$ cat src/rtl/signed_digit_recompose.sv
// signed_digit_recompose
//   Recomposes a coefficient from DIGITS signed gadget digits (base B = 2^LOG_B),
//   most significant digit first, using Horner's rule modulo Q:
//     acc <- (acc * B + d) mod Q
//   The multiply by B is done as LOG_B modular doublings. Each doubling takes
//   one cycle. Each digit is added in the ACC state. The finished coefficient
//   is then presented in the OUT state and held there until it is taken.
//
//   Digits arrive in mod-Q form. A value d >= Q/2 stands for d - Q. Because
//   d and d - Q are congruent mod Q, a plain modular add handles both cases.
//
//   Optional feature (compile-time macro RECOMPOSE_RANGE_CHECK_EN):
//     defined   - an accepted digit with in_digit >= Q sets the sticky err flag
//                 and is added as 0.
//     undefined - digits are used raw and err is tied to 0.
//
//   reset is asynchronous and active-low.
module signed_digit_recompose #(
  parameter int DATA_W = 32,
  parameter int Q      = 12289,
  parameter int LOG_B  = 4,
  parameter int DIGITS = 4
) (
  input  logic              clk,
  input  logic              reset,
  input  logic              in_valid,
  output logic              in_ready,
  input  logic [DATA_W-1:0] in_digit,
  output logic              out_valid,
  input  logic              out_ready,
  output logic [DATA_W-1:0] out_data,
  output logic              busy,
  output logic              err
);

  localparam int DCNT_W = $clog2(DIGITS + 1);
  localparam int SCNT_W = $clog2(LOG_B + 1);

  // Q widened by one bit, so that the sum of two values below Q never overflows.
  localparam logic [DATA_W:0]   Q_EXT      = (DATA_W + 1)'(Q);
  localparam logic [DCNT_W-1:0] LAST_DIGIT = DCNT_W'(DIGITS - 1);
  localparam logic [SCNT_W-1:0] LAST_SHIFT = SCNT_W'(LOG_B - 1);

  typedef enum logic [1:0] {
    ACC = 2'd0,
    DBL = 2'd1,
    OUT = 2'd2
  } state_t;

  state_t              state;
  logic [DATA_W-1:0]   acc;
  logic [DCNT_W-1:0]   dig_cnt;
  logic [SCNT_W-1:0]   sh_cnt;

  logic [DATA_W-1:0]   digit_eff;
  logic [DATA_W:0]     add_sum;
  logic [DATA_W:0]     dbl_sum;
  logic [DATA_W-1:0]   add_red;
  logic [DATA_W-1:0]   dbl_red;

`ifdef RECOMPOSE_RANGE_CHECK_EN
  logic digit_bad;

  // An out-of-range digit is replaced by 0, so the coefficient stays in [0,Q).
  assign digit_bad = (in_digit >= Q_EXT[DATA_W-1:0]);
  assign digit_eff = digit_bad ? '0 : in_digit;

  // Sticky error flag. Only reset clears it.
  always_ff @(posedge clk or negedge reset) begin
    if (!reset) begin
      err <= 1'b0;
    end else if (state == ACC && in_valid && digit_bad) begin
      err <= 1'b1;
    end
  end
`else
  assign digit_eff = in_digit;
  assign err       = 1'b0;
`endif

  // Modular add of the digit and modular doubling of acc, each with one
  // conditional subtract of Q.
  always_comb begin
    // NOTE: every always_comb output gets a value on every path (here up
    // front), otherwise synthesis infers a latch.
    add_sum = {1'b0, acc} + {1'b0, digit_eff};
    dbl_sum = {acc, 1'b0};
    add_red = (add_sum >= Q_EXT) ? DATA_W'(add_sum - Q_EXT) : DATA_W'(add_sum);
    dbl_red = (dbl_sum >= Q_EXT) ? DATA_W'(dbl_sum - Q_EXT) : DATA_W'(dbl_sum);
  end

  // Handshake and status flags come straight from registered state.
  assign in_ready = (state == ACC);
  assign busy     = (state != ACC) || (dig_cnt != '0);

  // Recomposition FSM with registered coefficient output.
  always_ff @(posedge clk or negedge reset) begin
    // NOTE: sequential state uses non-blocking assignments, so every register
    // in this block samples values from before the clock edge.
    if (!reset) begin
      state     <= ACC;
      acc       <= '0;
      dig_cnt   <= '0;
      sh_cnt    <= '0;
      out_valid <= 1'b0;
      out_data  <= '0;
    end else begin
      unique case (state)
        ACC: begin
          if (in_valid) begin
            acc     <= add_red;
            dig_cnt <= dig_cnt + 1'b1;
            if (dig_cnt == LAST_DIGIT) begin
              state     <= OUT;
              out_valid <= 1'b1;
              out_data  <= add_red;
            end else begin
              state  <= DBL;
              sh_cnt <= '0;
            end
          end
        end

        DBL: begin
          acc    <= dbl_red;
          sh_cnt <= sh_cnt + 1'b1;
          if (sh_cnt == LAST_SHIFT) begin
            state <= ACC;
          end
        end

        OUT: begin
          if (out_ready) begin
            state     <= ACC;
            acc       <= '0;
            dig_cnt   <= '0;
            out_valid <= 1'b0;
            out_data  <= '0;
          end
        end

        default: begin
          state <= ACC;
        end
      endcase
    end
  end

endmodule

$ cat config.mk
export PLATFORM = sky130hd
export DESIGN_NAME = signed_digit_recompose
export DESIGN_NICKNAME = d
export VERILOG_FILES = /design/src/rtl/signed_digit_recompose.sv
export SDC_FILE = /design/constraint.sdc
export NUM_CORES = 1
export LEC_CHECK = 0
export ABC_AREA = 1
export CAP_MARGIN = 20
export CELL_PAD_IN_SITES_DETAIL_PLACEMENT = 1
export CELL_PAD_IN_SITES_GLOBAL_PLACEMENT = 1
export CORE_ASPECT_RATIO = 0.9
export CORE_MARGIN = 4
export CORE_UTILIZATION = 37
export CTS_CLUSTER_SIZE = 25
export DETAILED_ROUTE_END_ITERATION = 10
export MAX_ROUTING_LAYER = met4
export PLACE_DENSITY_LB_ADDON = 0.1
export SLEW_MARGIN = 20
export SYNTH_ARGS = -nofsm -noshare
export SYNTH_HDL_FRONTEND = slang
export SYNTH_SLANG_ARGS = --single-unit
$ cat constraint.sdc
create_clock -name clk -period 2.8 [get_ports clk]
set_input_delay 0.56 -clock clk [delete_from_list [all_inputs] [get_ports clk]]
set_output_delay 0.56 -clock clk [all_outputs]
set_load 0.005 [all_outputs]
# Word-level counts from Yosys, hierarchy flattened
# Index checks and enable logic that the tools add are counted.
# W data, S select, Z words.
# classes
n_addsub	5
n_lt_le_gt_ge	2
eq_ne	9
n_mux	23
n_reduce_logical	12
# op_table
cell	count
$mux W32	6
$pmux W32 S3	1
$ge A33 B14 Y1 const B	2
$pmux W32 S2	1
$sub A32 B14 Y32 const B	2
$add A32 B32 Y33	1
$mux W3	4
$pmux W3 S2	2
$reduce_and A3 Y1	4
$mux W2	4
$ne A2 B2 Y1 const B	4
$add A3 B1 Y3 const B	2
$eq A3 B2 Y1 const B	2
$pmux W2 S3	1
$reduce_bool A2 Y1	3
$reduce_bool A3 Y1	2
$reduce_and A4 Y1	1
$mux W1	3
$eq A2 B1 Y1 const B	1
$eq A2 B2 Y1 const B	1
$logic_not A2 Y1	1
$ne A2 B1 Y1 const B	1
$pmux W1 S2	1
$logic_or A1 B1 Y1	1
# word_totals
reg_bits	73
inputBits	36

# Depth between registers and ports, before layout
# logic_depth
depth_word	6
depth_mapped	22

# Least setup slack after synthesis
# OpenSTA, ideal clock, no wires.
# synth_path
path_type	input to register
from	input port in_digit[0]
to	register acc[24]
setup_time_ps	117
arrival_ps	2950
required_ps	2683
slack_ps	-267
cell_stages	18
n_path_buf	1
path_cell_list	ha_1 fa_1 xor2_1 nor2_1 nand3_1 nor2_1 nand3_2 nor2_4 nand3_1 nand3_2 nand3_4 nor2_8 nand2_4 buf_4 nand3_1 nand2_1 nand2_1 nand2_1
# synth_via
elab_chain_len	5
word_cells_on_any_way	6
cone_classes	2 x add/sub; 1 x order compare; 3 x mux
# synth_lines
item	line	rtl
start: declaration	28	input logic [DATA_W-1:0] in_digit,
$add A32 B32 Y33 *	86	add_sum = {1'b0, acc} + {1'b0, digit_eff};
$sub A32 B14 Y32 or $ge A33 B14 Y1 (tied branches)	88	add_red = (add_sum >= Q_EXT) ? DATA_W'(add_sum - Q_EXT) : DATA_W'(add_sum);
$mux W32 *	88	
$mux W32 *	110	if (in_valid) begin
$pmux W32 S3 *	108	unique case (state)
end signal: assignment	111	acc <= add_red;
end signal: assignment	125	acc <= dbl_red;
end: declaration	51	logic [DATA_W-1:0] acc;
# Every way passes the cells marked *; elsewhere a longest branch is shown, timed or not. The select of a mux whose other input is x is not followed.
# A chain may end at the register's enable or synchronous reset.

# Final worst setup path
# layout_path
from	register acc[12]
to	register acc[17]
# layout_via
elab_chain_len	5
word_cells_on_any_way	9
cone_classes	3 x add/sub; 2 x order compare; 4 x mux
# layout_lines
item	line
$add A32 B32 Y33	86
$sub A32 B14 Y32 or $ge A33 B14 Y1 (tied branches)	88
$mux W32	88
$mux W32	110
$pmux W32 S3 *	108
# Marked as above.

==> summary.txt <==
asr flop ratio synth: 100.0%
largest net degree at the start of global routing: 74
VDD IR max: 0.0009216 V
Max Buffers Root-to-Sink: 2
Seq cells post-synth: 73
CTS sink count: 73
GRT overflow: 0
height of the chip: 149.3 µm
final worst path period need: 3.734 ns
antenna violations before repair: 4
Top FF cell, synth: dfrtp_1
gpl congestion: 0.9360
CTS root buf: clkbuf_16
Routed Antenna Nets: 0
Final period util: 133.4%
number of global-route vias before repair: 12260
most crowded layer after global routing: met2
CP max stage cell: dfrtp_1
Worst path depth: 22
top cell type's share of synthesized area: 22.68%
Post-Synth Simple-Gate Area: 45.74%
RSZ-0062 raised after global routing: true
vias per cell: 6.033
cells along the critical path: ha_4 -> nand2_1 -> nand2_1 -> nand2_1 -> nand2_2 -> a21oi_2 -> nand2_2 -> buf_4 -> nand2_1 -> nand2_2 -> nor2_2 -> nand3_2 -> nor2_4 -> nand3_4 -> nor2_8 -> buf_12 -> buf_12 -> nand2_8 -> nand3_1 -> nand2_1 -> nand2_1 -> o21ai_2
r2r worst-path depth: 22
clock-pin slew on the worst setup and hold paths: 0.07 ns
Worst Path Max Fanout: 6
Post-synth EDFFs: 0
Final Setup Violations: 64
Synth Area in Compound Gates: 8.657%
Post-Syn Area per Cell: 5.847 µm²
XOR/XNOR Fraction of Synth Area: 3.521%
Clock Skews: 0.01189 ns
DIE AREA: 24640 µm²
die width: 165.0 µm
mux cell area share after synthesis: 0.1219%
Most Frequent Cell on Critical Path: nand2_1
Global Route Usage Sum: 36.38%
Buffers on Ports: 70
setup tns final: -55.16 ns
CP startpoint kind: flip-flop
DRC viols: 0
critical path capture point: acc[17]
CP startpoint: acc[12]
slowest stage delay, CP: 0.60 ns
H-tree levels: 3
final cell count without fillers: 2060
most frequent cells after synthesis: nand2_1, inv_1, nor2_1, nand3_1, dfrtp_1
post-layout net count: 1840
worst hold path class: in -> async
Num CTS Buffers: 9
end of the worst register-to-register path: acc[17]
Synth Area in Adders: 6.950%
hpwl dp: 26.99 mm
GR Util met2: 59.12%
worst-margin pin slew: 1.055 ns
initial drt markers: 1377
TritonCTS clock tree: built
cell family with most CP delay: simple AND/OR/NAND/NOR gates
sequential share of the synthesized area: 22.25%
post-DR wirelength/cell: 26.76 µm
DR pass1 iterations: 5
routed via count: 12430
main combinational cell family by area after synthesis: simple AND/OR/NAND/NOR gates
Crit Path Class: reg -> reg
cts hold-fix bufs: 0
Rel. slew slack: 29.69%
Synth area leaders: nand2_1, dfrtp_1, inv_1, nand3_1, ha_1
placement row count: 51
layout cells sized above 1: 41.04%
syn_nets: 1485
clock insertion delay at the later pin of the skew report: 0.36 ns
WL final: 55.13 mm
Core Region: 21760 µm²
DP Cell Count: 1976
GR Util met3: 6.024%
cell taking the most area after synthesis: nand2_1
crit path DAT: 3.98 ns
initial core utilization: 37.73%
Fin. Hold Viols: 0
Reg2Reg Setup Slack: -0.93 ns
routing usage on met1: 42.42%
Synth cell types: 48
max_cap viols: 0
max-slew violations: 0
Final WS setup: -0.9343 ns
most frequent cell after synthesis: nand2_1
crit end category: flip-flop
Critical Path RT: 3.04 ns
Max Clock Freq: 267.8 MHz
outcome: finished, violations left
failing checks: negative setup slack
post-synthesis cell count: 1404
worst path bufs/invs: 3
Pleak: 0.006902 µW
Area Overhead vs Synth: 66.97%
Reg-to-Reg Start: acc[12]
Netlist Area Pre-Place: 8209 µm²
warnings from Yosys: 0
Pwr per Cell Area: 1582 nW/µm²
global-route wire length before repair: 67.81 mm
# IOs: 72
-- worst reg2reg max path, cell delays in order (launching register included) --
cell and delay (ns):
dfrtp_1 0.60, ha_4 0.31, nand2_1 0.08, nand2_1 0.08, nand2_1 0.09, nand2_2 0.07, a21oi_2 0.21, nand2_2 0.19
buf_4 0.19, nand2_1 0.08, nand2_2 0.12, nor2_2 0.16, nand3_2 0.14, nor2_4 0.17, nand3_4 0.13, nor2_8 0.21
buf_12 0.17, buf_12 0.12, nand2_8 0.10, nand3_1 0.13, nand2_1 0.11, nand2_1 0.11, o21ai_2 0.07
-- metrics by stage --
| stage | util (%) | setup slack (ns) | total power, µW | hold WS [ns] | area, µm² |
|---|---|---|---|---|---|
| 6_report | 62.99 | -0.9343 | 21690 | 0.3593 | 13710 |
| 5_1_grt | 62.99 | -0.9494 | 22560 | 0.4413 | 13710 |
| 4_1_cts | 60.33 | -0.2107 | 18310 | 0.4166 | 13130 |
| 3_5_place_dp | 50.65 | -1.113 | 14920 | 0.4653 | 11020 |
| 3_3_place_gp | 50.65 | -0.9892 | 14500 | 0.4631 | 11020 |
| 2_1_floorplan | - | -0.1650 | 8904 | 0.2644 | 8288 |
-- worst min-delay path by stage --
stage                       from           end  slack (ns)  depth (start not counted)
floorplan                  reset        acc[0]        0.26                          0
global placement    out_data[18]  out_data[18]        0.46                          2
detailed placement  out_data[31]  out_data[31]        0.47                          2
CTS                        reset  out_data[20]        0.42                          1
global route               reset  out_data[20]        0.44                          1
finish                     reset  out_data[19]        0.36                          1
-- routing by layer --
layer  vias up  routed length, µm
met4         0               5790
met3       470               5340
li1       5098                  -
met5         -                  0
met1      5884              19090
met2       977              24910
-- cells by family (layout without fill, tap and decap cells) --
kind of cell | after synthesis | in the layout
multiplexers | 1 | 1
AO/OA/AOI/OAI | 120 | 120
buffers and inverters | 268 | 624
other | 1 | 6
AND/OR/NAND/NOR | 863 | 867
flip-flops | 73 | 73
adder cells (fa/ha/maj) | 45 | 45
XOR/XNOR | 33 | 33
-- area by class of cell --
type,count,area (µm²)
antenna,5,12.51
clock buffer,10,229.0
sequential,73,1838
multi-input combinational,1067,7166
fill,2757,8053
inverter,241,907.1
tap,291,364.1
timing repair buffer,367,3146
clock inverter,6,45.04
-- state kept, by name, indices dropped and copies added (netlist names) --
signal and count:
state 2, dig_cnt 3, out_valid 1, sh_cnt 3
out_data 32, acc 32
-- layout by cell type, fill, tap and decap left out, types with 4 or more instances in the layout --
cell type	instances
buf_12	10
nor2_4	30
nand2_4	33
o21ai_0	26
nor2_2	32
ha_4	30
nand3b_1	11
a21boi_2	8
a21oi_4	4
xnor2_1	4
nand2_8	5
ha_1	14
a21oi_2	25
a21oi_1	29
nand4_1	22
nor2_1	83
nand3_2	58
clkdlybuf4s50_1	40
nand3_1	63
inv_1	224
clkbuf_16	11
o21ai_1	4
buf_6	13
dfrtp_1	64
dfrtp_2	9
or2_2	6
inv_2	14
nor3_1	11
nand3_4	12
diode_2	5
dlygate4sd2_1	24
xor2_1	25
buf_4	269
nand2_1	364
nand2_2	124
nor3_2	4
-- what timing repair did --
item                       CTS  global route
gates cloned                 6             3
setup endpoints to repair   64            64
buffers inserted            41            16
gates resized for setup    362            98
pin swaps                  170            53
-- where the power goes --
| part | internal (µW) | switching [µW] |
|---|---|---|
| sequential | 1630 | 712 |
| combinational | 7080 | 11100 |
| clock | 603 | 529 |
(Power assumes the default switching activity.)
